## config.mk

```make
export PLATFORM = sky130hd
export DESIGN_NAME = router_ingress_ctrl
export DESIGN_NICKNAME = d
export VERILOG_FILES = /design/src/rtl/router_ingress_ctrl.sv
export SDC_FILE = /design/constraint.sdc
export NUM_CORES = 1
export LEC_CHECK = 0
export ABC_AREA = 1
export BUFFER_PORTS_ARGS = -buffer_cell sky130_fd_sc_hd__buf_2
export CAP_MARGIN = 15
export CORE_ASPECT_RATIO = 0.9
export CORE_MARGIN = 3
export CORE_UTILIZATION = 40
export CTS_CLUSTER_SIZE = 40
export DETAILED_ROUTE_END_ITERATION = 10
export PLACE_DENSITY = 0.58
export SYNTH_ARGS = -nofsm -noshare
export SYNTH_HDL_FRONTEND = slang
export SYNTH_SLANG_ARGS = --single-unit
```

## constraint.sdc

```tcl
create_clock -name clk -period 2.9 [get_ports clk]
set_input_delay 0.435 -clock clk [delete_from_list [all_inputs] [get_ports clk]]
set_output_delay 0.435 -clock clk [all_outputs]
set_load 0.01 [all_outputs]
```

## src/rtl/router_ingress_ctrl.sv

```systemverilog
// router_ingress_ctrl
//   Ingress controller of the 1x3 router. Accepts byte-serial packets,
//   decodes the destination port from the header byte {len[7:2], addr[1:0]},
//   and writes header, payload and parity bytes into the selected FIFO.
//   Throttles the source with busy while the target FIFO is not yet drained
//   or full, and reports parity/length errors at packet end.
//
// Ports
//   clk         rising-edge clock
//   rstn        asynchronous active-low reset
//   pkt_valid   high on header and payload bytes, low on the parity byte
//   data_in     packet byte from the source
//   fifo_full   full flags of FIFO0..2
//   fifo_empty  empty flags of FIFO0..2
//   soft_reset  per-port soft reset from the read-timeout logic
//   wr_enb      one-hot (or zero) write enable to FIFO0..2
//   lfd_state   high while the header byte is being written
//   dout        write data shared by all FIFOs
//   busy        source must hold data_in/pkt_valid while high
//   parity_done one-cycle pulse at packet end
//   err         parity or length error of the last packet
module router_ingress_ctrl #(
  parameter logic [1:0] ADDR_INVALID = 2'b11
) (
  input  logic       clk,
  input  logic       rstn,
  input  logic       pkt_valid,
  input  logic [7:0] data_in,
  input  logic [2:0] fifo_full,
  input  logic [2:0] fifo_empty,
  input  logic [2:0] soft_reset,
  output logic [2:0] wr_enb,
  output logic       lfd_state,
  output logic [7:0] dout,
  output logic       busy,
  output logic       parity_done,
  output logic       err
);

  typedef enum logic [2:0] {
    DECODE,
    WAIT_EMPTY,
    LFD,
    LOAD_DATA,
    FULL_WAIT,
    LOAD_AFTER_FULL,
    CHECK
  } state_t;

  state_t     state_q, state_d;
  logic [7:0] hdr_q, hdr_d;
  logic [7:0] hold_q, hold_d;
  logic       hold_is_par_q, hold_is_par_d;
  logic [7:0] calc_par_q, calc_par_d;
  logic [7:0] rx_par_q, rx_par_d;
  logic [5:0] pay_cnt_q, pay_cnt_d;
  logic [1:0] addr_q, addr_d;
  logic       err_q, err_d;

  // Flags padded to four entries so any 2-bit address indexes in range.
  logic [3:0] full_ext, empty_ext, sr_ext;
  logic [2:0] port_sel;
  logic       full_sel;

  always_comb begin
    full_ext  = {1'b0, fifo_full};
    empty_ext = {1'b0, fifo_empty};
    sr_ext    = {1'b0, soft_reset};
    port_sel  = 3'b001 << addr_q;
    full_sel  = full_ext[addr_q];
  end

  always_comb begin
    state_d       = state_q;
    hdr_d         = hdr_q;
    hold_d        = hold_q;
    hold_is_par_d = hold_is_par_q;
    calc_par_d    = calc_par_q;
    rx_par_d      = rx_par_q;
    pay_cnt_d     = pay_cnt_q;
    addr_d        = addr_q;
    err_d         = err_q;
    busy          = 1'b0;
    wr_enb        = '0;
    lfd_state     = 1'b0;
    dout          = '0;
    parity_done   = 1'b0;

    unique case (state_q)
      DECODE: begin
        if (pkt_valid && (data_in[1:0] != ADDR_INVALID)) begin
          hdr_d      = data_in;
          addr_d     = data_in[1:0];
          calc_par_d = data_in;
          pay_cnt_d  = '0;
          err_d      = 1'b0;
          state_d    = empty_ext[data_in[1:0]] ? LFD : WAIT_EMPTY;
        end
      end
      WAIT_EMPTY: begin
        busy = 1'b1;
        if (empty_ext[addr_q]) state_d = LFD;
      end
      LFD: begin
        busy = 1'b1;
        dout = hdr_q;
        // Write is additionally qualified by !full so a write never reaches a full FIFO.
        if (!full_sel) begin
          lfd_state = 1'b1;
          wr_enb    = port_sel;
          state_d   = LOAD_DATA;
        end
      end
      LOAD_DATA: begin
        dout = data_in;
        // busy is low here, so the presented byte is consumed whether or not
        // the FIFO can take it this cycle.
        if (pkt_valid) begin
          calc_par_d = calc_par_q ^ data_in;
          pay_cnt_d  = pay_cnt_q + 6'd1;
        end else begin
          rx_par_d = data_in;
        end
        if (!full_sel) begin
          wr_enb  = port_sel;
          state_d = pkt_valid ? LOAD_DATA : CHECK;
        end else begin
          hold_d        = data_in;
          hold_is_par_d = !pkt_valid;
          state_d       = FULL_WAIT;
        end
      end
      FULL_WAIT: begin
        busy = 1'b1;
        if (!full_sel) state_d = LOAD_AFTER_FULL;
      end
      LOAD_AFTER_FULL: begin
        busy = 1'b1;
        dout = hold_q;
        if (!full_sel) begin
          wr_enb  = port_sel;
          state_d = hold_is_par_q ? CHECK : LOAD_DATA;
        end
      end
      CHECK: begin
        busy        = 1'b1;
        parity_done = 1'b1;
        err_d       = (calc_par_q != rx_par_q) || (pay_cnt_q != hdr_q[7:2]);
        state_d     = DECODE;
      end
      default: state_d = DECODE;
    endcase

    // Soft reset aborts the packet; err and parity_done are left untouched.
    if ((state_q != DECODE) && sr_ext[addr_q]) begin
      state_d   = DECODE;
      wr_enb    = '0;
      lfd_state = 1'b0;
    end
  end

  always_ff @(posedge clk or negedge rstn) begin
    if (!rstn) begin
      state_q       <= DECODE;
      hdr_q         <= '0;
      hold_q        <= '0;
      hold_is_par_q <= 1'b0;
      calc_par_q    <= '0;
      rx_par_q      <= '0;
      pay_cnt_q     <= '0;
      addr_q        <= '0;
      err_q         <= 1'b0;
    end else begin
      state_q       <= state_d;
      hdr_q         <= hdr_d;
      hold_q        <= hold_d;
      hold_is_par_q <= hold_is_par_d;
      calc_par_q    <= calc_par_d;
      rx_par_q      <= rx_par_d;
      pay_cnt_q     <= pay_cnt_d;
      addr_q        <= addr_d;
      err_q         <= err_d;
    end
  end

  assign err = err_q;

endmodule
```

==> results of run 1 <==
layout make-up:
| cell class | instances | area (um2) |
|---|---|---|
| fill | 587 | 3053 |
| multi-input combinational | 232 | 1191 |
| sequential | 43 | 1076 |
| timing repair buffer | 34 | 170.2 |
| inverter | 29 | 108.9 |
| clock buffer | 7 | 96.34 |
| tap | 70 | 87.58 |
| clock inverter | 1 | 7.507 |
kinds of logic (layout without fill, tap and decap cells):
family          Yosys count  count (layout)
simple gates            161             161
flops                    43              43
compound gates           47              47
fa+ha+maj                 1               1
buf+inv                  37              71
xor+xnor                 23              23
per-stage QoR:
stage	power (mW)	utilization (%)	hold WS (ns)	worst slack [ns]	instance area (um2)
floorplan	1.949	-	0.1394	1.240	2449
global placement	2.231	45.48	0.4701	0.9800	2634
detailed placement	2.240	45.48	0.4761	0.9084	2634
CTS	2.674	47.28	0.3465	0.5929	2738
global route	2.897	47.28	0.3841	0.4037	2738
finish	2.648	47.28	0.3046	0.5903	2738
placed cells by master (no fill, tap or decap), types with 2 or more instances in the layout:
cell      netlist  routed
o221ai_1        2       2
inv_1          25      25
clkbuf_8        0       7
and3_1          2       2
o21ai_0        30      30
nor2_2          2       2
a21oi_1         5       5
nor3_1          2       2
nand3_1        27      27
nand2_1       100     100
nand2_2         2       2
xor2_1         10      10
buf_2           1      34
dfrtp_1        43      43
xnor2_1        13      13
nand4_1         2       2
inv_2           4       4
nand3_2         2       2
o211ai_1        7       7
nor2_1         18      18
nand2_4         2       2
state kept, by name, summed over array words and instances, names as in the netlist:
| signal | cells |
|---|---|
| calc_par_q | 8 |
| hdr_q | 8 |
| hold_q | 8 |
| rx_par_q | 8 |
| pay_cnt_q | 6 |
| state_q | 3 |
| err | 1 |
| hold_is_par_q | 1 |
synth_stat cells (2+ instances only):
cell | count | area share [%]
xor2_1 | 10 | 3.6
o221ai_1 | 2 | 0.72
nand2_2 | 2 | 0.51
buf_6 | 3 | 1.4
buf_4 | 2 | 0.61
and3_1 | 2 | 0.51
nand3_2 | 2 | 0.82
dfrtp_1 | 43 | 44
nand3_1 | 27 | 5.5
inv_2 | 4 | 0.61
xnor2_1 | 13 | 4.7
nand2_4 | 2 | 0.92
nand2_1 | 100 | 15
nor2_1 | 18 | 2.8
nor3_1 | 2 | 0.41
o21ai_0 | 30 | 6.1
inv_1 | 25 | 3.8
nor2_2 | 2 | 0.51
nand4_1 | 2 | 0.51
o211ai_1 | 7 | 2.1
a21oi_1 | 5 | 1.0
final timing paths:
| check | start | endpoint | slack [ns] |
|---|---|---|---|
| setup / recovery | state_q[0] | dout[2] | 0.59 |
| hold / removal | rstn | calc_par_q[4] | 0.30 |
| setup reg to reg | state_q[2] | state_q[2] | 0.99 |
| hold reg to reg | hold_q[5] | hold_q[5] | 0.49 |
| max in group asynchronous | rstn | hdr_q[3] | 1.99 |
| min in group clk | pkt_valid | hold_is_par_q | 0.36 |
power by group:
group / internal (mW) / total [mW] / switching, mW / leakage (nW)
Clock: 0.217 / 0.421 / 0.205 / 0.0505
Combinational: 0.452 / 1.14 / 0.686 / 0.779
Sequential: 0.859 / 1.09 / 0.229 / 0.551
layer usage:
metal	track usage, %	vias up	wire [um]
met5	0	-	0
met4	3.172	0	30
met3	3.795	2	271
met2	27.06	40	2472
met1	25.80	973	3002
li1	-	1072	-
==> impl_results.md, run 1 <==
* Vias in the first global route at 1934
* Syn Std Cell Area at 2449 um2
* Initial antenna violation count at 0
* Yosys reg bits at 43
* Critical path type: register to output pin
* CTS Buf Count at 5
* TritonCTS clock tree: yes
* Ports at 35
* Aggregate global routing overflow at 0
* Post-CTS setup buffer count at 0
* CORE AREA at 5791 um2
* Clk buf depth at 2
* DRC Markers at 0
* Die height at 80.23 um
* Power per cell area at 967.1 nW/um2
* Slew Limit Headroom at 34.65%
* Startpoint Class: register
* Min Clock Period, post-route at around 2.3 ns
* Antenna viol nets, final at 0
* DR iter-0 viols at approximately 140
* Row cnt at 26
* Syn_nets at 333
* Area Overhead vs Synth at 11.80%
* Main synth FF type: dfrtp_1
* Crit path max-delay family: buffers and inverters
* Total GRT Usage at 17.68%
* Number of max-slew violations in the final report at 0
* Post-Synth Adder-Cell Area at 0.5110%
* Initial Util at 42.29%
* GPL Wtd Cong at 0.8500
* Post-DP HPWL at 4130 um
* Sink Count at 43
* Die width at 88.47 um
* Worst path depth at 6
* Layout Cells excl Fill at 416
* Final #Nets at 366
* Worst Path Arrival at ~1.9 ns
* Vias per cell at approximately 5.0
* Via Count at 2087
* Per-cell routed wire length at approximately 14 um
* Largest net degree at the start of global routing at 44
* Clock transition at path regs at roughly 0.080 ns
* Req. time, crit path at 2.47 ns
* Final setup viols at 0
* Post-synth EDFFs at 0
* Final wirelength at 5777 um
* Placed insts at 408
* 1st-pass router iterations at 5
* H-tree depth at 2
* Critical path's slowest cell: dfrtp_1
* Number of max-cap violations at 0
* Layout cells sized above 1 at 16.47%
* Worst skew pair latency at 0.29 ns
* VDD IR max at 0.3569 mV
* Post-synthesis async set-or-reset flop share at 100.0%
* Syn avg cell area at 7.848 um2
* First-pass GRT wire length at roughly 9700 um
* RSZ-0062 raised after global routing: false
* P_leak at 1.380 nW
* Ant diodes at 0
* Library cells used by synthesis at 30
* CP peak stage delay at 0.49 ns
* R2R depth at 7
* Hold Violations, Final at 0
* Worst-Margin Slew at 0.9803 ns
* Syn Inst Count at approximately 310
* Post-CTS sizing at 0
* CTS Hold Bufs at 0
* WP buf/inv at 3
* Sequential fraction of the synthesis area at between 40% and 50%
* CP Max Fanout at 10
* Clock skew at about 0.0035 ns
* Largest family of logic cells by synthesized area: simple AND/OR/NAND/NOR gates
* Final period util at 79.65%
* Outcome: finished, final reports clean
* Synth Warn # at 0
* Die ar. at 7098 um2
* Post-synthesis mux area share at 0%
* Root Driver: clkbuf_8
* Compound-cell area share of the yosys netlist at 11.04%
* Cell mode on critical path: inv_1
* Simple-Gate Fraction of Synth Area at 28.87%
* Critical Path End Type: output pin
* CP Cell Sequence: inv_1 -> nand3_1 -> inv_1 -> nand2_1 -> o211ai_1 -> buf_2
* Port bufs at 34
* HP Class: input port to asynchronous set/reset pin
* Post-route setup TNS at 0 ns
* Achievable Freq at 433.0 MHz
* Synth Area in XOR/XNOR at 8.227%
(Power assumes the default switching activity.)
==> run 2, diff against run 1 <==
==> constraint.sdc (replaced) <==
create_clock -name clk -period 2.3 [get_ports clk]
set_input_delay 0.345 -clock clk [delete_from_list [all_inputs] [get_ports clk]]
set_output_delay 0.345 -clock clk [all_outputs]
set_load 0.01 [all_outputs]
==> run 2 against run 1 <==
  * Sequential share of layout area down 0.58 points
  * Non-clock buffer count up 2
  * Total power up 29%
  * Count of clock-buffer cells in the layout down 1
  * Via count up 1.1%
  * Sequential power up 26%
==> impl_results.md, run 2 (synthesized netlist as in run 1, its figures left out) <==
* CP peak stage delay at roughly 0.48 ns
* Worst-Margin Slew at around 0.54 ns
* Post-CTS setup buffer count at 0
* TritonCTS clock tree: yes
* Die ar. at 7098 um2
* Total GRT Usage at about 18%
* Post-DP HPWL at 4209 um
* Clk buf depth at 2
* Crit. Startpoint: state_q[0]
* Placed insts at 410
* VDD IR max at 0.4654 mV
* Via Count at 2110
* Final setup viols at 0
* CTS Buf Count at 5
* GPL Wtd Cong at between 0.8 and 0.9
* CP Cell Sequence: inv_1 -> nand3_1 -> inv_2 -> nand2_1 -> o211ai_1 -> buf_2
* Post-route setup TNS at 0 ns
* Power per cell area at roughly 1200 nW/um2
* Total Power at 3.408 mW
* H-tree depth at 2
* Initial antenna violation count at 0
* P_leak at ~1.4 nW
* Ports at 35
* Largest net degree at the start of global routing at 29
* Req. time, crit path at around 2.0 ns
* Critical path type: register to output pin
* Crit path to: dout[2]
* Vias per cell at 5.048
* Final period util at 91.76%
* Smallest hold slack at 0.02591 ns
* DR iter-0 viols at 138
* Port bufs at 34
* Area Overhead vs Synth at 13.49%
* Final WS setup at approximately 0.19 ns
* Root Driver: clkbuf_8
* 1st-pass router iterations at 4
* Layout cells sized above 1 at between 10% and 20%
* Layout Cells excl Fill at 418
* DP Area at roughly 2700 um2
* Final #Nets at 368
* Row cnt at 26
* Worst r2r src: state_q[2]
* Worst Path Arrival at 1.77 ns
* R2R depth at 7
* Final core occ at 47.99%
* HP Class: input port to asynchronous set/reset pin
* First-pass GRT wire length at 9839 um
* CORE AREA at about 5800 um2
* Outcome: finished, final reports clean
* Initial Util at 42.29%
* Aggregate global routing overflow at 0
* Min Clock Period, post-route at 2.110 ns
* Clock transition at path regs at roughly 0.080 ns
* Most frequent cells in the layout: nand2_1 (100), dfrtp_1 (43), buf_2 (34)
* CP Max Fanout at 10
* RSZ-0062 raised after global routing: false
* DRC Markers at 0
* Hold Violations, Final at 0
* Achievable Freq at between 400 and 500 MHz
* Final wirelength at 5673 um
* Ant diodes at 0
* Antenna viol nets, final at 0
* Number of max-slew violations in the final report at 0
* Worst skew pair latency at 0.29 ns
* Number of max-cap violations at 0
* Critical Path End Type: output pin
* Startpoint Class: register
* R2r setup slk at 0.51 ns
* Sink Count at 43
* Fin area at 2779 um2
* Clock skew at 0.007447 ns
* Critical path's slowest cell: dfrtp_1
* Slew Limit Headroom at between 60% and 70%
* DP Worst Slack at 0.4355 ns
* Commonest non-fill, non-tap cell in the layout: nand2_1
* Vias in the first global route at 2065
* R2R Path End: state_q[2]
* Die height at 80.23 um
* Die width at between 80 and 90 um
* Per-cell routed wire length at 13.57 um
run 2: worst min-delay path by stage:
stage	cells after the start	startpoint	slack [ns]	endpoint
CTS	1	rstn	0.04	calc_par_q[3]
global route	1	rstn	0.05	err
finish	1	rstn	0.03	err
global placement	1	rstn	0.37	calc_par_q[3]
detailed placement	1	rstn	0.37	calc_par_q[3]
floorplan	0	rstn	0.05	calc_par_q[0]
run 2: per-layer routing:
| metal | share of wire, % | wire (um) | GRT usage (%) | vias to the layer above |
|---|---|---|---|---|
| met2 | 44 | 2494 | 27.28 | 44 |
| met3 | 4.4 | 251 | 3.795 | 2 |
| met4 | 0.37 | 21 | 3.021 | 0 |
| met5 | 0 | 0 | 0 | - |
| li1 | - | - | - | 1079 |
| met1 | 51 | 2906 | 25.99 | 985 |
run 2: repair_timing:
action | 4_1_cts | 5_1_grt
gates resized for setup | 0 | 1
hold buffers | 0 | 0
endpoints found under the setup margin | 0 | 6
run 2: worst max-delay path, delay by kind of cell, from the launching register on:
| family | cells | cell delay (ns) |
|---|---|---|
| compound gates | 1 | 0.09 |
| simple gates | 2 | 0.33 |
| flops | 1 | 0.48 |
| buf+inv | 3 | 0.57 |
run 2: power by group:
| part | switching [mW] | total, mW | internal (mW) | leakage [nW] |
|---|---|---|---|---|
| sequential | 0.283 | 1.37 | 1.08 | 0.551 |
| combinational | 0.856 | 1.43 | 0.579 | 0.791 |
| clock | 0.256 | 0.607 | 0.351 | 0.0612 |
run 2: area by class of cell:
class                   instances  area, um2
flip-flops and latches         43       1076
clock buffers                   6      82.58
fillers                       580       3012
clock inverters                 2      35.03
multi-input cells             232       1191
well taps                      70      87.58
inverters                      29      108.9
repair buffers                 36      197.7
